===== src/rtl/lif_pkg.sv =====
// Shared types and saturation limits for the leaky integrate-and-fire layer.
package lif_pkg;

  typedef enum logic [1:0] {IDLE, ACCUM, FIRE} state_t;

  localparam int DEF_POT_SIZE = 16;

  // Signed limits of a w-bit two's-complement potential.
  function automatic longint pot_max(input int w);
    return (longint'(1) <<< (w - 1)) - 1;
  endfunction

  function automatic longint pot_min(input int w);
    return -(longint'(1) <<< (w - 1));
  endfunction

  localparam longint DEF_POT_MAX = pot_max(DEF_POT_SIZE);
  localparam longint DEF_POT_MIN = pot_min(DEF_POT_SIZE);

endpackage


===== src/rtl/lif_neuron.sv =====
// One neuron: weight row, membrane potential, refractory counter and single-spike flag.
module lif_neuron
  import lif_pkg::*;
#(
  parameter int THRESH       = 15,
  parameter int RESET        = 0,
  parameter int LEAK         = 1,
  parameter int REFRAC       = 5,
  parameter int WEIGHT_SIZE  = 8,
  parameter int POT_SIZE     = 16,
  parameter int NUM_INPUTS   = 4,
  parameter int SINGLE_SPIKE = 0,
  parameter int IDX_W        = (NUM_INPUTS > 1) ? $clog2(NUM_INPUTS) : 1
) (
  input  logic                          clk,
  input  logic                          rst,
  input  logic                          clear,
  input  logic                          accum,
  input  logic                          fire,
  input  logic                          in_spike,
  input  logic [IDX_W-1:0]              acc_idx,
  input  logic                          wr_en,
  input  logic [IDX_W-1:0]              wr_idx,
  input  logic signed [WEIGHT_SIZE-1:0] wr_data,
  input  logic [IDX_W-1:0]              rd_idx,
  output logic signed [WEIGHT_SIZE-1:0] rd_data,
  output logic                          spike
);

  localparam int RW = (REFRAC > 0) ? $clog2(REFRAC + 1) : 1;
  // Two guard bits hold any single add or leak without overflow.
  localparam int W = POT_SIZE + 2;
  localparam logic signed [W-1:0]        SAT_HI = W'(pot_max(POT_SIZE));
  localparam logic signed [W-1:0]        SAT_LO = W'(pot_min(POT_SIZE));
  localparam logic signed [W-1:0]        RST_W  = W'(RESET);
  localparam logic signed [W-1:0]        THR_W  = W'(THRESH);
  localparam logic signed [W-1:0]        LEAK_W = W'(LEAK);
  localparam logic signed [POT_SIZE-1:0] RST_P  = POT_SIZE'(RESET);

  logic signed [WEIGHT_SIZE-1:0] weight [NUM_INPUTS];
  logic signed [POT_SIZE-1:0]    pot;
  logic [RW-1:0]                 refrac_cnt;
  logic                          flag;

  logic signed [WEIGHT_SIZE-1:0] wsel;
  logic signed [W-1:0]           pot_w, wext, acc_next, leaked;
  logic                          refractory, inhibited;

  assign wsel    = weight[acc_idx];
  assign rd_data = weight[rd_idx];
  assign pot_w   = {{2{pot[POT_SIZE-1]}}, pot};
  assign wext    = {{(W-WEIGHT_SIZE){wsel[WEIGHT_SIZE-1]}}, wsel};

  always_comb begin
    acc_next = pot_w + wext;
    if (acc_next > SAT_HI)      acc_next = SAT_HI;
    else if (acc_next < SAT_LO) acc_next = SAT_LO;
    leaked = pot_w - LEAK_W;
    if (leaked < RST_W) leaked = RST_W;
    refractory = (refrac_cnt != '0);
    inhibited  = (SINGLE_SPIKE != 0) && flag;
    spike      = fire && !refractory && !inhibited && (leaked >= THR_W);
  end

  always_ff @(posedge clk or posedge rst) begin
    if (rst) begin
      pot        <= RST_P;
      refrac_cnt <= '0;
      flag       <= 1'b0;
    end else if (clear) begin
      pot        <= RST_P;
      refrac_cnt <= '0;
      flag       <= 1'b0;
    end else if (accum) begin
      if (!refractory && in_spike) pot <= acc_next[POT_SIZE-1:0];
    end else if (fire) begin
      if (refractory) begin
        refrac_cnt <= refrac_cnt - 1'b1;
      end else if (spike) begin
        pot        <= RST_P;
        refrac_cnt <= RW'(REFRAC);
        flag       <= 1'b1;
      end else begin
        pot <= leaked[POT_SIZE-1:0];
      end
    end
  end

  // Accumulation reads the row combinationally, so a same-edge write is seen next cycle.
  always_ff @(posedge clk or posedge rst) begin
    if (rst) begin
      for (int i = 0; i < NUM_INPUTS; i++) weight[i] <= '0;
    end else if (wr_en) begin
      weight[wr_idx] <= wr_data;
    end
  end

endmodule


===== src/rtl/lif_layer.sv =====
// Layer of LIF neurons: timestep FSM, input index counter and weight-memory address decode.
module lif_layer
  import lif_pkg::*;
#(
  parameter int THRESH            = 15,
  parameter int RESET             = 0,
  parameter int LEAK              = 1,
  parameter int REFRAC            = 5,
  parameter int WEIGHT_SIZE       = 8,
  parameter int POT_SIZE          = 16,
  parameter int NUM_INPUTS        = 4,
  parameter int NUM_NEURONS       = 2,
  parameter int SINGLE_SPIKE      = 0,
  parameter int LAYER_ADDR_WIDTH  = 28,
  parameter int WEIGHT_ADDR_WIDTH = 10
) (
  input  logic                        clk,
  input  logic                        rst,
  input  logic                        step_valid,
  output logic                        step_ready,
  input  logic [NUM_INPUTS-1:0]       spike_in,
  output logic [NUM_NEURONS-1:0]      spike_out,
  output logic                        spike_valid,
  input  logic                        layer_clear,
  input  logic [LAYER_ADDR_WIDTH-1:0] mem_addr,
  input  logic [WEIGHT_SIZE-1:0]      mem_din,
  input  logic                        mem_wen,
  output logic [WEIGHT_SIZE-1:0]      mem_dout
);

  localparam int IDX_W = (NUM_INPUTS > 1) ? $clog2(NUM_INPUTS) : 1;
  localparam int SEL_W = LAYER_ADDR_WIDTH - WEIGHT_ADDR_WIDTH;

  state_t                                  state, next_state;
  logic [IDX_W-1:0]                        j;
  logic [NUM_INPUTS-1:0]                   latched;
  logic [SEL_W-1:0]                        sel;
  logic [WEIGHT_ADDR_WIDTH-1:0]            widx;
  logic                                    addr_ok, last_j;
  logic [NUM_NEURONS-1:0]                  spike_now;
  logic [NUM_NEURONS-1:0][WEIGHT_SIZE-1:0] rd_row;
  logic [WEIGHT_SIZE-1:0]                  rd_sel;

  assign sel     = mem_addr[LAYER_ADDR_WIDTH-1:WEIGHT_ADDR_WIDTH];
  assign widx    = mem_addr[WEIGHT_ADDR_WIDTH-1:0];
  assign addr_ok = (sel < SEL_W'(NUM_NEURONS)) && (widx < WEIGHT_ADDR_WIDTH'(NUM_INPUTS));
  assign last_j  = (j == IDX_W'(NUM_INPUTS - 1));

  always_comb begin
    next_state = state;
    step_ready = (state == IDLE);
    case (state)
      IDLE:    if (step_valid) next_state = ACCUM;
      ACCUM:   if (last_j)     next_state = FIRE;
      FIRE:    next_state = IDLE;
      default: next_state = IDLE;
    endcase
    if (layer_clear) next_state = IDLE;
  end

  always_ff @(posedge clk or posedge rst) begin
    if (rst) begin
      state   <= IDLE;
      j       <= '0;
      latched <= '0;
    end else begin
      state <= next_state;
      if (state == IDLE && step_valid) begin
        latched <= spike_in;
        j       <= '0;
      end else if (state == ACCUM) begin
        j <= j + 1'b1;
      end
    end
  end

  always_comb begin
    rd_sel = '0;
    for (int n = 0; n < NUM_NEURONS; n++)
      if (sel == SEL_W'(n)) rd_sel = rd_row[n];
  end

  // A clear arriving in FIRE discards the timestep, so no spike_valid is produced.
  always_ff @(posedge clk or posedge rst) begin
    if (rst) begin
      spike_valid <= 1'b0;
      spike_out   <= '0;
      mem_dout    <= '0;
    end else begin
      spike_valid <= (state == FIRE) && !layer_clear;
      if (state == FIRE && !layer_clear) spike_out <= spike_now;
      mem_dout <= addr_ok ? rd_sel : '0;
    end
  end

  for (genvar g = 0; g < NUM_NEURONS; g++) begin : g_neuron
    lif_neuron #(
      .THRESH      (THRESH),
      .RESET       (RESET),
      .LEAK        (LEAK),
      .REFRAC      (REFRAC),
      .WEIGHT_SIZE (WEIGHT_SIZE),
      .POT_SIZE    (POT_SIZE),
      .NUM_INPUTS  (NUM_INPUTS),
      .SINGLE_SPIKE(SINGLE_SPIKE),
      .IDX_W       (IDX_W)
    ) u_neuron (
      .clk     (clk),
      .rst     (rst),
      .clear   (layer_clear),
      .accum   (state == ACCUM),
      .fire    (state == FIRE),
      .in_spike(latched[j]),
      .acc_idx (j),
      .wr_en   (mem_wen && addr_ok && (sel == SEL_W'(g))),
      .wr_idx  (widx[IDX_W-1:0]),
      .wr_data (mem_din),
      .rd_idx  (widx[IDX_W-1:0]),
      .rd_data (rd_row[g]),
      .spike   (spike_now[g])
    );
  end

endmodule


===== config.mk =====
export PLATFORM = sky130hd
export DESIGN_NAME = lif_layer
export DESIGN_NICKNAME = d
export VERILOG_FILES = /design/src/rtl/lif_pkg.sv /design/src/rtl/lif_neuron.sv /design/src/rtl/lif_layer.sv
export SDC_FILE = /design/constraint.sdc
export NUM_CORES = 1
export LEC_CHECK = 0
export ABC_AREA = 1
export CAP_MARGIN = 20
export CORE_MARGIN = 5
export CORE_UTILIZATION = 35
export CTS_CLUSTER_DIAMETER = 150
export DETAILED_ROUTE_END_ITERATION = 8
export DONT_BUFFER_PORTS = 1
export GPL_ROUTABILITY_DRIVEN = 0
export GPL_TIMING_DRIVEN = 0
export MAX_ROUTING_LAYER = met4
export PLACE_DENSITY = 0.57
export REMOVE_ABC_BUFFERS = 1
export SETUP_SLACK_MARGIN = 0.15
export SLEW_MARGIN = 10
export SYNTH_ARGS = -nofsm -noshare
export SYNTH_HDL_FRONTEND = slang
export SYNTH_HIERARCHICAL = 1
export SYNTH_SLANG_ARGS = --single-unit

===== constraint.sdc =====
create_clock -name clk -period 8.4 [get_ports clk]
set_input_delay 1.26 -clock clk [delete_from_list [all_inputs] [get_ports clk]]
set_output_delay 1.26 -clock clk [all_outputs]
set_load 0.05 [all_outputs]

Word level (Yosys, flattened, before mapping):

Cells that the tools add are included.

* bits in registers: 121
* input bits: 45
* output and inout bits: 12
* word-level logic and storage cells: 137

* add/sub/neg operators: 7
* order comparisons: 14
* equal/unequal tests: 11
* multiplexer cells: 55
* bitwise gates (word level): 2
* reduce and logical (&&, ||, !) cells: 30

Operators by type and width (count)
* two-way mux 16 bit: 16
* two-way mux 8 bit: 12
* binary-select mux 8 bit (select 2 bit): 4
* bitwise mux 32 bit: 2
* greater-or-equal comparator 18 x 5 -> 1 bit, second input constant: 2
* less-than comparator 18 x 1 -> 1 bit, second input constant: 2
* two-way mux 18 bit: 2
* adder 16 x 8 -> 17 bit: 2
* greater-than comparator 17 x 16 -> 1 bit, second input constant: 2
* less-than comparator 17 x 16 -> 1 bit, second input constant: 2
* subtractor 16 x 2 -> 17 bit, second input constant: 2
* two-way mux 3 bit: 10
* == test 18 x 1 -> 1 bit, second input constant: 1
* zero test 18 bit: 1
* less-than comparator 18 x 2 -> 1 bit, second input constant: 1
* demux 8 bit (select 2 bit): 1
* nonzero test 3 bit: 5
* logical AND 1 bit: 13
* AND reduction 3 bit: 4
* less-than comparator 10 x 3 -> 1 bit, second input constant: 1
* two-way mux 2 bit: 5
* inequality test 3 x 2 -> 1 bit, second input constant: 3
* inequality test 3 bit, second input constant: 3
* greater-or-equal comparator 3 bit, second input constant: 2
* other kinds (15): 21

Longest topological paths before layout:

Gate-level depths: netlist of the first run.

* word-level depth: 11
* depth in mapped cells: 20
* depth with buffers taken out: 18

Cells and area by module:

The synthesis of the first run kept the hierarchy.

Modules (own cells, without submodules)
* lif_neuron (g_neuron[0].u_neuron): instances 1, cells an instance 564, area an instance 3900.0 sq um, sequential area each 1276.2 sq um
* lif_neuron (g_neuron[1].u_neuron): instances 1, cells an instance 577, area an instance 3811.2 sq um, sequential area each 1276.2 sq um
* lif_layer: instances 1, cells an instance 151, area an instance 1069.8 sq um, sequential area each 475.5 sq um

Least setup slack after synthesis of the first run:

No wires, ideal clock.

* path kind: flip-flop to flip-flop
* start point: register j[0]
* end point: register g_neuron[1].u_neuron.pot[0]
* library setup time: 117 ps
* data arrival time: 2974 ps
* data required time: 8283 ps
* setup slack: 5308 ps
* cell stages (with the launch flop): 17
* path buffers: 2
* period minus slack after synthesis: 3092 ps
* cells stage by stage: dfrtp_1 > inv_1 > clkbuf_1 > o21ai_0 > o22ai_1 > ha_1 > a21oi_1 > o21ai_0 > a21oi_1 > nand3_1 > nand2_2 > nor2_2 > nor2_4 > buf_6 > nand2_1 > nand3_1 > nand2_1

* longest elaborated chain between the ends: 11
* elaborated cells between the ends (all ways): 17
* those cells by class: add/sub (1); order compare (2); eq/ne (1); mux (10); bitwise (1); reduce/logical (2)

Ends and longest elaborated chain
* from (decl): line lif_layer.sv:35 `logic [IDX_W-1:0] j;`
* from (signal assigned): line lif_layer.sv:72 `j <= j + 1'b1;`
* NOT 2 -> 3 bit (implied by the code): line lif_neuron.sv:49 `assign wsel = weight[acc_idx];`
* binary-select mux 8 bit (select 2 bit): line lif_neuron.sv:49
* two-way mux 8 bit (implied by the code) (2 in series): line lif_neuron.sv:49
* adder 16 x 8 -> 17 bit: line lif_neuron.sv:55 `acc_next = pot_w + wext;`
* less-than comparator 17 x 16 -> 1 bit: line lif_neuron.sv:57 `else if (acc_next < SAT_LO) acc_next = SAT_LO;`
* two-way mux 16 bit: line lif_neuron.sv:57
* two-way mux 16 bit: line lif_neuron.sv:56 `if (acc_next > SAT_HI) acc_next = SAT_HI;`
* two-way mux 16 bit: line lif_neuron.sv:75 `if (!refractory && in_spike) pot <= acc_next[POT_SIZE-1:0];`
* two-way mux 16 bit: line lif_neuron.sv:74 `end else if (accum) begin`
* two-way mux 16 bit: line lif_neuron.sv:70 `end else if (clear) begin`
* to (signal assigned): line lif_neuron.sv:75
* to (signal assigned): line lif_neuron.sv:84 `pot <= leaked[POT_SIZE-1:0];`
* to (decl): line lif_neuron.sv:41 `logic signed [POT_SIZE-1:0] pot;`

Several ways; a longest one is shown, not always the timed one. The select of a mux whose other input is x is not followed.
A chain may end at the register's enable or synchronous reset.

Worst setup path in the final report of the first run:

* start point: register j[0]
* end point: register g_neuron[1].u_neuron.pot[7]

Same word-level chain as after synthesis.

==> results of run 1 <==
==> per-layer routing <==
layer  up-vias  track usage  routed length (um)
li1       4210            -                   -
met5         -            -                   0
met1      3790        0.230               11400
met2       181        0.280               10900
met3        23       0.0434                1290
met4         0       0.0402                 371
==> worst paths after layout <==
check                         start                         endpoint  cells past startpoint
min reg2reg                state[1]                         state[0]                      1
max reg2reg                    j[0]      g_neuron[1].u_neuron/pot[7]                     15
min in group asynchronous       rst  g_neuron[0].u_neuron/weight[15]                      1
min                        state[1]                         state[0]                      1
max in group asynchronous       rst     g_neuron[1].u_neuron/pot[11]                      2
max                            j[0]      g_neuron[1].u_neuron/pot[7]                     15
==> final cells by class <==
| class | instances | area share |
|---|---|---|
| sequential | 121 | 0.311 |
| clock buffer | 18 | 0.0451 |
| timing repair buffer | 4 | 0.00617 |
| antenna | 1 | 0.000257 |
| tap | 330 | 0.0424 |
| clock inverter | 13 | 0.0150 |
| multi-input combinational | 1010 | 0.526 |
| inverter | 139 | 0.0541 |
==> kinds of logic after synthesis <==
group | Yosys count | share of synthesized area
adders and majority gates | 39 | 0.0573
DFF | 121 | 0.345
buffers and inverters | 161 | 0.0724
AOI/OAI and AO/OA | 266 | 0.164
xor gates and xnor gates | 29 | 0.0289
and+or+nand+nor | 676 | 0.332
==> power by group through the flow <==
stage | sequential, mW | clock (mW) | combinational (mW)
after floorplan | 0.728 | 0 | 1.78
after global placement | 0.779 | 0 | 2.15
after detailed placement | 0.771 | 0 | 2.18
after CTS | 0.761 | 0.742 | 2.19
after global routing | 0.774 | 0.762 | 2.52
final | 0.763 | 0.727 | 2.18
==> per-stage QoR <==
stage / total power, mW / utilization / area, um^2 / setup WS, ns
after floorplan: 2.51 / - / 8670 / 5.22
after global placement: 2.93 / 0.364 / 9080 / 4.05
after detailed placement: 2.95 / 0.366 / 9150 / 4.32
after CTS: 3.70 / 0.390 / 9730 / 4.31
after global routing: 4.06 / 0.390 / 9730 / 3.73
final: 3.67 / 0.390 / 9730 / 4.26
==> registers in the layout, summed over array words and instances, names as in the netlist, 2 cells and up <==
register                      count
g_neuron.u_neuron/weight         64
g_neuron.u_neuron/pot            32
mem_dout                          8
g_neuron.u_neuron/refrac_cnt      6
latched                           4
j                                 2
spike_out                         2
state                             2
==> synth_stat cells (5+ instances only) <==
master and n:
sky130_fd_sc_hd__a21oi_1 39, sky130_fd_sc_hd__clkbuf_1 17, sky130_fd_sc_hd__dfrtp_1 121, sky130_fd_sc_hd__ha_1 37, sky130_fd_sc_hd__inv_1 133, sky130_fd_sc_hd__nand2_1 340
sky130_fd_sc_hd__nand2_2 15, sky130_fd_sc_hd__nand3_1 65, sky130_fd_sc_hd__nand4_1 11, sky130_fd_sc_hd__nor2_1 194, sky130_fd_sc_hd__nor2_2 16, sky130_fd_sc_hd__nor2_4 10
sky130_fd_sc_hd__o21ai_0 149, sky130_fd_sc_hd__o21ai_1 26, sky130_fd_sc_hd__o22ai_1 33, sky130_fd_sc_hd__xnor2_1 5, sky130_fd_sc_hd__xor2_1 24
==> qor.yml, run 1 <==
routing:
  drt_pre_antenna_iters: 5
  drt_first_iter_violations: 561
  wirelength_mm: 24.0
  wl_per_cell_um: 14.6
  num_vias: 8204
  drc_errors: 0
  viasPerCell: 5.01
  route.antenna.remaining_nets: 0
power:
  net-switching-power_mw: 1.82
  vdd_ir_drop_max_v: 0.000140
  switching_share: 0.496
  cell_internal_pwr_mw: 1.85
  p_clk_frac: 0.198
  pwr-share-seq: 0.208
  share_comb_of_total_power: 0.594
  static-leakage-power_nw: 4.83
  cell_pwr_density_nw_per_um2: 377
synthesis:
  yosysSeqAreaShare: 0.345
  synth.lib_cells_used.distinct: 45
  netlist_top_cells_area: "sky130_fd_sc_hd__dfrtp_1 34%, sky130_fd_sc_hd__nand2_1 15%, sky130_fd_sc_hd__o21ai_0 8.5%, sky130_fd_sc_hd__nor2_1 8.3%, sky130_fd_sc_hd__inv_1 5.7%"
  postSynth.topFlopCell: "sky130_fd_sc_hd__dfrtp_1"
  syn-cell-area_um2: 8780
  synth_top_area_frac: 0.345
  asr_flop_ratio_synth: 1.00
  syn_area_per_cell_um2: 6.80
  netlist_instances: 1292
  cell_type_with_the_highest_aggregate_area_in_the_netlist: "sky130_fd_sc_hd__dfrtp_1"
  synth_edf_count: 0
  synth.ff_latch_count: 121
  yosysWarnings: 6
cts:
  cts-root-buf: "sky130_fd_sc_hd__clkbuf_16"
  cts_buffers: 17
  post_cts.repair.setup_buffers: 0
  cts_sinks: 121
  count_of_hold_buffers_inserted_by_post_cts_repair: 0
  worst_setup_hold_path_clk_slew_ns: 0.06
  clock_tree_from_tritoncts: "yes"
  clk_latency_ns: 0.41
  htree_levels: 4
  ctsLongestPathBuffers: 2
  cts-resized-gates: 0
placed_design:
  port_buffers: 0
  placed_cells: 1604
  dp_hpwl_mm: 18.1
floorplan:
  design.portCount: 57
  floorplan_row_count: 58
  die_area_um2: 28400
  initial_utilization: 0.352
  die_y_um: 168
  die_width_um: 168
  core_area_um2: 25000
timing:
  finalSetupTns_ns: 0
  max_slew.worst_pin.slew_ns: 1.12
  layout_worst_path_cycle_share: 0.493
  max_freq_ghz: 0.242
  worst_hold_slack_ns: 0.461
  report.final.hold_viol_count: 0
  slew_viol_final: 0
  slew-limit-headroom: 0.251
  finalClockSkew_ns: 0.00792
  setup_viol_count_final: 0
  rsz_0062_raised_after_global_routing: "false"
  period_needed_ns: 4.14
finish:
  drive_gt1_frac: 0.0805
  syn2layout_area_growth_pct: 10.8
  num-nets-final: 1377
  most-common-layout-cells: "340 x sky130_fd_sc_hd__nand2_1, 194 x sky130_fd_sc_hd__nor2_1, 149 x sky130_fd_sc_hd__o21ai_0, 131 x sky130_fd_sc_hd__inv_1, 121 x sky130_fd_sc_hd__dfrtp_1"
  fill_cells: 2729
  fin_cells: 1636
  footprint_of_the_multi_input_gates_um2: 5120
  layout_commonest_cell: "sky130_fd_sc_hd__nand2_1"
  final-seq-area_um2: 3030
worst_setup_path:
  worstSetupEndpointType: "flop"
  cp_num_buf_inv: 2
  critPathLaunchType: "flop"
  critPathRequiredTime_ns: 8.68
  list_of_cells_traversed_by_the_critical_path: "buf_8, inv_1, o21ai_0, o22ai_1, ha_1, a21oi_1, o21ai_0, a21oi_1, nand3_1, nand2_2, nand2_2, o21ai_0, nand2_1, nand2_1, o21ai_0"
  ff2ff_setup_slack_ns: 4.26
  path_class: "flop to flop"
  critical_path.top_delay_family: "compound AO/OA/AOI/OAI gates"
  cpMaxStageDelayCell: "sky130_fd_sc_hd__o22ai_1"
  worst_ep_arrival_time_ns: 4.42
  path_common_cell: "sky130_fd_sc_hd__o21ai_0"
  critical-path-max-stage-delay_ns: 0.71
  cp_max_fo: 21
global_routing:
  first_pass_grt_wire_length_mm: 40.0
  grt_antenna_before_repair: 1
  grt_remaining_overflow: 0
  grt_max_degree: 41
  global_route.usage.total: 0.177
  first_global_vias: 8032
worst_hold_path:
  min-delay-path-class: "flop to flop"
run:
  maxCapViolCount: 0
status:
  outcome: "finished, final reports clean"
(Power assumes the default switching activity.)
==> run 2: changes to the inputs <==
PLACE_DENSITY = 0.59   (was 0.57)
clock period = 3.3 ns   (was 8.4 ns; I/O delays follow)
==> run 2 against run 1 <==
Sequential share of layout area shrank 3.1 points. Largest cell class unchanged. Global-route usage grew 0.77 points. Worst setup slack lost 4.1 ns. Final cell count grew 2.6%. Highest routed layer unchanged. Fmax grew 34%. Sequential power grew to 2.6 times the previous value. Sequential cell count is the same. Clock skew is essentially flat. First-iteration DRC count grew 19%. Critical path depth grew 2. Count of clock-buffer cells in the layout shrank 1. Register-to-register slack lost 4.1 ns.
==> qor.yml, run 2 (synthesis gave the netlist of run 1 again) <==
power:
  pwr-share-seq: 0.183
  totalPowerFinal_mw: 10.8
  p_clk_frac: 0.192
  cell_internal_pwr_mw: 5.55
  share_comb_of_total_power: 0.626
  vdd_ir_drop_max_v: 0.000402
  cell_pwr_density_nw_per_um2: 992
  net-switching-power_mw: 5.21
  static-leakage-power_nw: 5.14
  switching_share: 0.484
worst_setup_path:
  critPathRequiredTime_ns: 3.59
  path_common_cell: "sky130_fd_sc_hd__nand2_1"
  crit-reg2reg-capture: "g_neuron[1].u_neuron/pot[5]"
  critical-path-max-stage-delay_ns: 0.54
  reg2reg_depth: 17
  critical_path.top_delay_family: "compound AO/OA/AOI/OAI gates"
  path_class: "flop to flop"
  worst_ep_arrival_time_ns: 3.38
  worstSetupEndpointType: "flop"
  list_of_cells_traversed_by_the_critical_path: "buf_12, o21ai_0, o22ai_2, buf_4, ha_1, nand2_1, o21ai_0, a21oi_1, nand2_1, nand2_1, nand2_2, nor2_4, nor2_4, clkbuf_16, nand2_2, nand2_1, o21ai_1"
  cpMaxStageDelayCell: "sky130_fd_sc_hd__dfrtp_4"
  crit_start: "j[0]"
  ff2ff_setup_slack_ns: 0.20
  critPathLaunchType: "flop"
  cp_num_buf_inv: 3
  cp_max_fo: 7
  r2r-start: "j[0]"
routing:
  num_vias: 8487
  viasPerCell: 5.05
  wirelength_mm: 25.6
  drt_pre_antenna_iters: 5
  wl_per_cell_um: 15.2
  drt_first_iter_violations: 666
  drc_errors: 0
  route.antenna.remaining_nets: 0
global_routing:
  first_pass_grt_wire_length_mm: 41.4
  first_global_vias: 8258
  grt_antenna_before_repair: 1
  grt_remaining_overflow: 0
  grt_max_degree: 41
  global_route.usage.total: 0.184
timing:
  setup_viol_count_final: 0
  finalClockSkew_ns: 0.00790
  slew_viol_final: 0
  max_slew.worst_pin.slew_ns: 1.07
  report.final.hold_viol_count: 0
  max_freq_ghz: 0.323
  slew-limit-headroom: 0.283
  finalSetupTns_ns: 0
  period_needed_ns: 3.10
  layout_worst_path_cycle_share: 0.939
  rsz_0062_raised_after_global_routing: "true"
finish:
  most-common-layout-cells: "319 x sky130_fd_sc_hd__nand2_1, 182 x sky130_fd_sc_hd__nor2_1, 132 x sky130_fd_sc_hd__o21ai_0, 127 x sky130_fd_sc_hd__inv_1, 119 x sky130_fd_sc_hd__dfrtp_1"
  fill_cells: 2528
  num-nets-final: 1420
  drive_gt1_frac: 0.192
  syn2layout_area_growth_pct: 23.6
  reg.largest.list: "g_neuron.u_neuron/weight: 64 flops, g_neuron.u_neuron/pot: 32 flops, mem_dout: 8 flops"
  registers.top_by_ff_count: "g_neuron.u_neuron/weight"
  layout_commonest_cell: "sky130_fd_sc_hd__nand2_1"
  largest_reg_flops: 64
  fin_area_um2: 10900
cts:
  cts-root-buf: "sky130_fd_sc_hd__clkbuf_16"
  clock_tree_from_tritoncts: "yes"
  worst_setup_hold_path_clk_slew_ns: 0.06
  clk_latency_ns: 0.42
  ctsLongestPathBuffers: 2
  htree_levels: 4
  cts_buffers: 17
  cts_sinks: 121
floorplan:
  die_width_um: 168
  initial_utilization: 0.352
  floorplan_row_count: 58
  die_y_um: 168
  core_area_um2: 25000
  die_area_um2: 28400
  design.portCount: 57
worst_hold_path:
  min-delay-path-class: "input port to async pin"
placed_design:
  dp_hpwl_mm: 17.6
  dpl_cell_area_um2: 9150
  port_buffers: 0
status:
  outcome: "finished, final reports clean"
run:
  maxCapViolCount: 0
## run 2: cell types whose count changed in the layout (fill, tap and decap cells not counted), sizes merged
cell         previous run  this run
clkinv                  5         6
dlygate4sd3             0         1
inv                   140       134
o22ai                  33        34
buf                     4        43
bufinv                  2         5
clkinvlp                5         9
## run 2: through the flow
stage	std cells	worst slack, ns	hold slack (ns)	util
after floorplan	1270	0.123	0.437	-
after global placement	1600	-1.09	0.453	0.364
after detailed placement	1603	-0.785	0.440	0.366
after CTS	1660	0.154	0.0157	0.403
after global routing	1679	0.0261	0.0393	0.435
final	1679	0.201	0.00868	0.435
## run 2: worst max-delay path by stage
stage	slack, ns	cells after the start	end
global route	0.03	18	g_neuron[1].u_neuron/pot[13]
detailed placement	-0.79	15	g_neuron[1].u_neuron/pot[8]
finish	0.20	17	g_neuron[1].u_neuron/pot[5]
global placement	-1.09	15	g_neuron[1].u_neuron/pot[8]
floorplan	0.12	14	g_neuron[1].u_neuron/pot[13]
CTS	0.15	19	g_neuron[0].u_neuron/pot[12]
## run 2: final cells by class
class / count / area, um^2 / share of cell area
inverter: 139 / 549 / 0.0506
antenna: 1 / 2.50 / 0.000231
multi-input combinational: 1011 / 5770 / 0.531
clock inverter: 14 / 224 / 0.0206
tap: 330 / 413 / 0.0380
timing repair inverter: 1 / 7.51 / 0.000692
clock buffer: 17 / 425 / 0.0392
timing repair buffer: 45 / 428 / 0.0394
sequential: 121 / 3040 / 0.280
## run 2: power by group through the flow
stage | Sequential (mW) | Combinational, mW | Clock, mW
global route | 1.99 | 7.53 | 2.17
finish | 1.97 | 6.73 | 2.06
detailed placement | 1.96 | 5.56 | 0
global placement | 1.98 | 5.49 | 0
CTS | 1.92 | 5.91 | 2.10
floorplan | 1.85 | 4.53 | 0
## run 2: repair_timing
item | 4_1_cts | 5_1_grt
setup endpoints to repair | 32 | 31
hold buffers | 1 | 0
pin swaps | 8 | 47
resized for setup | 19 | 147
setup buffers | 23 | 17
gates cloned | 2 | 1
endpoints found under the hold margin | 21 | 0
## run 2: layer usage
layer,global-route usage,vias to the layer above,part of all wire
li1,-,4308,-
met1,0.243,3932,0.46
met2,0.287,206,0.46
met3,0.0397,41,0.056
met4,0.0536,0,0.021
met5,-,-,0
==> run 3: changes to the inputs <==
--- a/config.mk
+++ b/config.mk
@@ -17,3 +17,3 @@
 export MAX_ROUTING_LAYER = met4
-export PLACE_DENSITY = 0.59
+export PLACE_DENSITY = 0.57
 export REMOVE_ABC_BUFFERS = 1
@@ -23,3 +23,2 @@
 export SYNTH_HDL_FRONTEND = slang
-export SYNTH_HIERARCHICAL = 1
 export SYNTH_SLANG_ARGS = --single-unit
==> constraint.sdc (replaced) <==
create_clock -name clk -period 3.2 [get_ports clk]
set_input_delay 0.64 -clock clk [delete_from_list [all_inputs] [get_ports clk]]
set_output_delay 0.64 -clock clk [all_outputs]
set_load 0.05 [all_outputs]
==> run 3 against run 2 <==
Non-clock buffer count increased by 2. Fmax increased by 3.3%. Die area decreased by 2.8%. Clock power decreased by 12%. Synthesized cell count decreased by 6.3%.
==> qor.yml, run 3 <==
global_routing:
  first_global_vias: 7728
  grt_antenna_before_repair: 2
  global_route.usage.total: 0.185
  grt_most_used_layer: "met2"
  grt_util_met2: 0.286
  grt_max_degree: 82
  use_met3: 0.0371
  first_pass_grt_wire_length_mm: 40.6
  grt_remaining_overflow: 0
  groute.layer.met1.usage: 0.249
power:
  static-leakage-power_nw: 5.14
  vdd_ir_drop_max_v: 0.000499
  cell_pwr_density_nw_per_um2: 1070
timing:
  layout_worst_path_cycle_share: 0.938
  rsz_0062_raised_after_global_routing: "true"
  slew-limit-headroom: 0.291
  max_freq_ghz: 0.333
  setup_viol_count_final: 0
  max_slew.worst_pin.slew_ns: 1.06
  slew_viol_final: 0
  finalClockSkew_ns: 0.00922
  worst_hold_slack_ns: 0.0942
  report.final.hold_viol_count: 0
  period_needed_ns: 3.00
synthesis:
  postSynth.topFlopCell: "sky130_fd_sc_hd__dfrtp_1"
  asr_flop_ratio_synth: 1.00
  yosysWarnings: 0
  yosys.cell_count.top_type: "sky130_fd_sc_hd__nand2_1"
  syn_area_per_cell_um2: 7.03
  synth.top_cells.by_count: "359 x sky130_fd_sc_hd__nand2_1, 147 x sky130_fd_sc_hd__nor2_1, 121 x sky130_fd_sc_hd__dfrtp_1"
  synth_top_area_frac: 0.356
  netlist_instances: 1211
  synth_edf_count: 0
  synthSimpleGateAreaFrac: 0.308
  synth.lib_cells_used.distinct: 49
  synth_compound_gate_area_share: 0.174
  post_synth_fa_ha_maj_area_fraction: 0.0591
  netlist_top_cells_area: "sky130_fd_sc_hd__dfrtp_1 36%, sky130_fd_sc_hd__nand2_1 16%, sky130_fd_sc_hd__o21ai_0 7.0%, sky130_fd_sc_hd__nor2_1 6.5%, sky130_fd_sc_hd__ha_1 5.4%"
  yosysSeqAreaShare: 0.356
  synth.ff_latch_count: 121
  cell_type_with_the_highest_aggregate_area_in_the_netlist: "sky130_fd_sc_hd__dfrtp_1"
  yosys-mux-area-fraction: 0.00118
  post_synth_xor_area_fraction: 0.0319
  synth_top_family_by_area: "simple AND/OR/NAND/NOR gates"
  syn-cell-area_um2: 8520
cts:
  clk_latency_ns: 0.42
  cts-root-buf: "sky130_fd_sc_hd__clkbuf_16"
  worst_setup_hold_path_clk_slew_ns: 0.06
  count_of_hold_buffers_inserted_by_post_cts_repair: 0
  cts_buffers: 17
  clock_tree_from_tritoncts: "yes"
  htree_levels: 4
  ctsLongestPathBuffers: 2
  cts_sinks: 121
routing:
  num_vias: 8177
  wl_per_cell_um: 16.5
  route.antenna.remaining_nets: 0
  drt_pre_antenna_iters: 5
  drt_first_iter_violations: 648
  viasPerCell: 5.12
  drc_errors: 0
  wirelength_mm: 26.3
finish:
  fill_cells: 2426
  most-common-layout-cells: "333 x sky130_fd_sc_hd__nand2_1, 136 x sky130_fd_sc_hd__nor2_1, 119 x sky130_fd_sc_hd__dfrtp_1, 107 x sky130_fd_sc_hd__inv_1, 96 x sky130_fd_sc_hd__o21ai_0"
  drive_gt1_frac: 0.191
  layout_commonest_cell: "sky130_fd_sc_hd__nand2_1"
  reg.largest.list: "g_neuron.u_neuron.weight: 64 flops, g_neuron.u_neuron.pot: 32 flops, mem_dout: 8 flops"
  registers.top_by_ff_count: "g_neuron.u_neuron.weight"
  fin_cells: 1596
  syn2layout_area_growth_pct: 25.5
  num-nets-final: 1341
  largest_reg_flops: 64
floorplan:
  die_y_um: 166
  initial_utilization: 0.353
  design.portCount: 57
  die_area_um2: 27600
  die_width_um: 166
  floorplan_row_count: 57
  core_area_um2: 24100
placed_design:
  placed_cells: 1511
  port_buffers: 0
  dp_hpwl_mm: 16.9
worst_setup_path:
  path_class: "flop to flop"
  critPathLaunchType: "flop"
  list_of_cells_traversed_by_the_critical_path: "buf_12, o21ai_2, o22ai_4, buf_6, ha_4, a21o_1, nor2_2, o21ai_4, nand2_2, nand2_1, nand2_2, nand4_4, o21ai_4, clkbuf_16, o21a_1"
  cpMaxStageDelayCell: "sky130_fd_sc_hd__dfrtp_4"
  ff2ff_setup_slack_ns: 0.20
  critical-path-max-stage-delay_ns: 0.53
  worstSetupEndpointType: "flop"
  critPathRequiredTime_ns: 3.56
  worst_ep_arrival_time_ns: 3.36
  cp_max_fo: 7
status:
  outcome: "finished, final reports clean"
worst_hold_path:
  min-delay-path-class: "input port to async pin"
run:
  maxCapViolCount: 0
==> run 3: changes by cell type in the layout (fill, tap and decap cells not counted), moves of 8 or more <==
| cell | before | now |
|---|---|---|
| sky130_fd_sc_hd__a211oi_1 | 0 | 8 |
| sky130_fd_sc_hd__a21oi_2 | 15 | 23 |
| sky130_fd_sc_hd__inv_1 | 127 | 107 |
| sky130_fd_sc_hd__nand2_1 | 319 | 333 |
| sky130_fd_sc_hd__nand2_2 | 32 | 24 |
| sky130_fd_sc_hd__nor2_1 | 182 | 136 |
| sky130_fd_sc_hd__nor2_2 | 24 | 12 |
| sky130_fd_sc_hd__o21a_1 | 0 | 11 |
| sky130_fd_sc_hd__o21ai_0 | 132 | 96 |
| sky130_fd_sc_hd__o21ai_1 | 31 | 19 |
| sky130_fd_sc_hd__o22ai_1 | 22 | 11 |
==> run 3: logic make-up (layout without fill, tap and decap cells) <==
logic type / Yosys count / after routing
AOI/OAI and AO/OA: 259 / 261
xor gates and xnor gates: 31 / 31
adders and majority gates: 39 / 39
buffers and inverters: 145 / 201
DFF: 121 / 121
muxes: 1 / 1
other: 0 / 2
and+or+nand+nor: 615 / 616
==> run 3: path summary, 6_finish.rpt <==
check	from	to	cells after the start
worst min-delay path	rst	g_neuron[1].u_neuron.pot[6]	1
min in group clk	layer_clear	spike_out[1]	1
worst max-delay path	j[0]	g_neuron[0].u_neuron.pot[10]	15
worst min register to register	latched[3]	latched[3]	2
max in group asynchronous	rst	j[0]	2
worst max register to register	j[0]	g_neuron[0].u_neuron.pot[10]	15
==> run 3: worst max-delay path: cells and delay by family (launching register included) <==
| family | cells | cell delay, ns |
|---|---|---|
| compound gates | 6 | 1.05 |
| buf+inv | 3 | 0.53 |
| simple gates | 5 | 0.58 |
| flops | 1 | 0.53 |
| fa+ha+maj | 1 | 0.23 |
==> run 3: timing repair <==
action / CTS / global route
cloned: 2 / 7
setup buffers: 20 / 22
pin swaps: 13 / 40
endpoints found under the setup margin: 32 / 30
gates resized for setup: 61 / 131
==> run 3: area by class of cell <==
cell class / count / area, um^2 / share of cell area
Timing Repair inverter: 3 / 33.8 / 0.00316
Clock inverter: 14 / 115 / 0.0108
Timing Repair Buffer: 47 / 508 / 0.0475
Multi-Input combinational cell: 948 / 5660 / 0.529
Clock buffer: 18 / 439 / 0.0411
Sequential cell: 121 / 3040 / 0.284
Antenna cell: 2 / 5.00 / 0.000468
Inverter: 119 / 489 / 0.0458
Tap cell: 324 / 405 / 0.0379
==> run 3: metal layers <==
layer  up-vias  part of all wire
met4         0             0.018
met5         -                 0
met2       180              0.47
met3        34             0.052
li1       4114                 -
met1      3849              0.46
==> run 3: power by group <==
group	leakage [nW]	internal, mW	total (mW)	switching (mW)
clock network	0.270	1.03	1.81	0.787
logic	3.27	3.15	7.38	4.23
registers	1.60	1.81	2.27	0.457
==> run 3: metrics by stage <==
stage | power, mW | TNS, ns | utilization | worst slack, ns | instance area (um^2)
finish | 11.5 | 0 | 0.444 | 0.199 | 10700
global route | 12.3 | 0 | 0.444 | 0.0843 | 10700
CTS | 9.80 | 0 | 0.407 | 0.140 | 9820
detailed placement | 7.24 | -40.77 | 0.366 | -1.60 | 8820
global placement | 7.18 | -321.48 | 0.364 | -2.29 | 8770
floorplan | 6.05 | -82.64 | - | -0.654 | 8370
==> variant, RTL diff (flow settings as in run 2) <==
`NUM_INPUTS` is set to 4 in 2 places; all go to 8.
--- a/src/rtl/lif_neuron.sv
+++ b/src/rtl/lif_neuron.sv
@@ -9,5 +9,5 @@
   parameter int WEIGHT_SIZE  = 8,
   parameter int POT_SIZE     = 16,
-  parameter int NUM_INPUTS   = 4,
+  parameter int NUM_INPUTS   = 8,
   parameter int SINGLE_SPIKE = 0,
   parameter int IDX_W        = (NUM_INPUTS > 1) ? $clog2(NUM_INPUTS) : 1
--- a/src/rtl/lif_layer.sv
+++ b/src/rtl/lif_layer.sv
@@ -9,5 +9,5 @@
   parameter int WEIGHT_SIZE       = 8,
   parameter int POT_SIZE          = 16,
-  parameter int NUM_INPUTS        = 4,
+  parameter int NUM_INPUTS        = 8,
   parameter int NUM_NEURONS       = 2,
   parameter int SINGLE_SPIKE      = 0,
Interface: changed (resized spike_in); port bits go from 57 to 61. No check against the original RTL was run, so the function may have changed too.
==> variant against run 2 <==
- the flow now finishes with violations (negative setup slack)
- sequential cell count rose by 69
- final cell count increased by 39%
- cell area grew 46%
- area after synthesis is 46% higher
- worst setup slack lost 0.27 ns
- synthesized cell count increased by 39%
- routed wire length up 58%
- sequential power grew 55%
- power grew 34%
- critical endpoint is now g_neuron[0].u_neuron/pot[10]$_DFFE_PP0P_
==> variant: results (changes against run 2) <==
** Outcome
- Result of the run :: complete, but fails checks
- Violated checks :: negative setup slack

** Route
- Routed via count divided by cell count :: 5.31 (+5.1%)
- The sum of routed wire segments on met1 was 18,600 microns (+56%).
- Violation count after the first detailed-routing iteration :: 1,162 (+74%)
- Routed wire length on met2 :: 18,500 microns (+58%)
- DRT Wirelength :: 40,500 microns (+58%)
- Routed wire length on met3 :: 2610 microns (+81%)

** Logic synthesis
- Area share of xor/xnor cells in the synthesized design :: 0.0185 (-0.0105)
- The sequential fraction of the synthesis area came to 0.371 (+0.0264).
- The cell count after synthesis is 1,792 (+39%).
- The commonest cells after synthesis are sky130_fd_sc_hd__nand2_1 (412), sky130_fd_sc_hd__o21ai_0 (257), sky130_fd_sc_hd__dfrtp_1 (190), sky130_fd_sc_hd__nor2_1 (190), sky130_fd_sc_hd__inv_1 (182).
- By area the synthesized netlist is led by sky130_fd_sc_hd__dfrtp_1 (37%), sky130_fd_sc_hd__nand2_1 (12%), sky130_fd_sc_hd__o21ai_0 (10%), sky130_fd_sc_hd__nor2_1 (5.6%), sky130_fd_sc_hd__inv_1 (5.3%).

** Placed design
- The cell count after placement came to 2,200 (+37%).
- The detailed placement HPWL was 24,900 microns (+41%).
- The total placed instance area came to 13,200 sq um (+45%).
- Pre-CTS worst setup slack :: -1.25 ns (-0.463 ns)
- Number of buffers inserted by port buffering :: 0 (unchanged)

** Global routing
- The wire length of the first global-routing pass came to 61,400 microns (+48%).
- GRT Util Overall :: 0.192 (+0.00755)
- The largest net degree at the start of global routing was 119 (+190%).
- Met1 track utilization from global routing :: 0.260 (+0.0161)
- The initial antenna violation count is 2 (+1).
- The global routing usage on met3 is 0.0393 (-0.000358).
- Via count of the first global-routing pass :: 11,500 (+39%)

** STA
- The final critical delay including setup and external delays was 3.36 ns (+0.266 ns).
- The setup TNS came to -0.238 ns (-0.238 ns).
- Clock skew after layout :: 0.0151 ns (+0.00720 ns)
- Transition at the pin with the smallest max-transition slack :: 0.731 ns (-0.341 ns)
- The setup-violating endpoint count in the final report was 15 (+15).
- Smallest setup slack after layout :: -0.0650 ns (-0.266 ns)
- The worst hold slack after final layout came to 0.103 ns (+0.0941 ns).

** Setup path
- The number of cells on the worst reg-to-reg path came to 19 (+2).
- Maximum fanout along the worst path :: 8 (+1)
- The critical path arrival is 3.72 ns (+0.34 ns).
- The maximum cell stage delay along the critical path was 0.62 ns (+0.08 ns).
- The most critical setup path has its endpoint at g_neuron[0].u_neuron/pot[10]$_DFFE_PP0P_.

** Pwr
- The switching share of power came to 0.471 (-0.0130).
- Maximum ir drop on the vdd rail :: 0.361 mV (-10%)
- The leakage power is 7.10 nW (+38%).

** Finish
- Fillers :: 3,572 (+41%)
- The number of standard cells in the final layout excluding fillers was 2,326 (+39%).
- The largest registers in the layout are g_neuron.u_neuron/weight x128, g_neuron.u_neuron/pot x32.

** Clock tree
- Clk slew on worst S/H paths :: 0.07 ns
- The number of setup buffers added after CTS came to 45 (+96%).
- Skew-Pair Late Insertion Delay :: 0.45 ns (+0.03 ns)

** Min path
- The min-delay analysis places its worst path in the category in -> reg.
variant: cell types whose count changed after synthesis, sizes merged, moves of 33 or more:
cell,change
clkbuf,+39
inv,+53
o21ai,+88
nand2,+84
o22ai,-33
dfrtp,+69
a21oi,+109
variant: cell type report:
class / count / area (sq um) / share of cell area
Sequential cell: 190 / 4760 / 0.300
Inverter: 192 / 758 / 0.0478
Clock buffer: 18 / 429 / 0.0271
Tap cell: 468 / 586 / 0.0369
Timing Repair Buffer: 96 / 1130 / 0.0714
Antenna cell: 1 / 2.50 / 0.000158
Multi-Input combinational cell: 1347 / 8040 / 0.507
Timing Repair inverter: 1 / 11.3 / 0.000710
Clock inverter: 13 / 133 / 0.00837
variant: power groups by stage:
stage               clock, mW  sequential (mW)  combinational [mW]
global route             2.16             3.09                10.2
finish                   2.02             3.06                9.39
floorplan                   0             2.99                4.57
CTS                      2.08             3.00                7.36
detailed placement          0             3.13                5.73
global placement            0             3.21                5.54
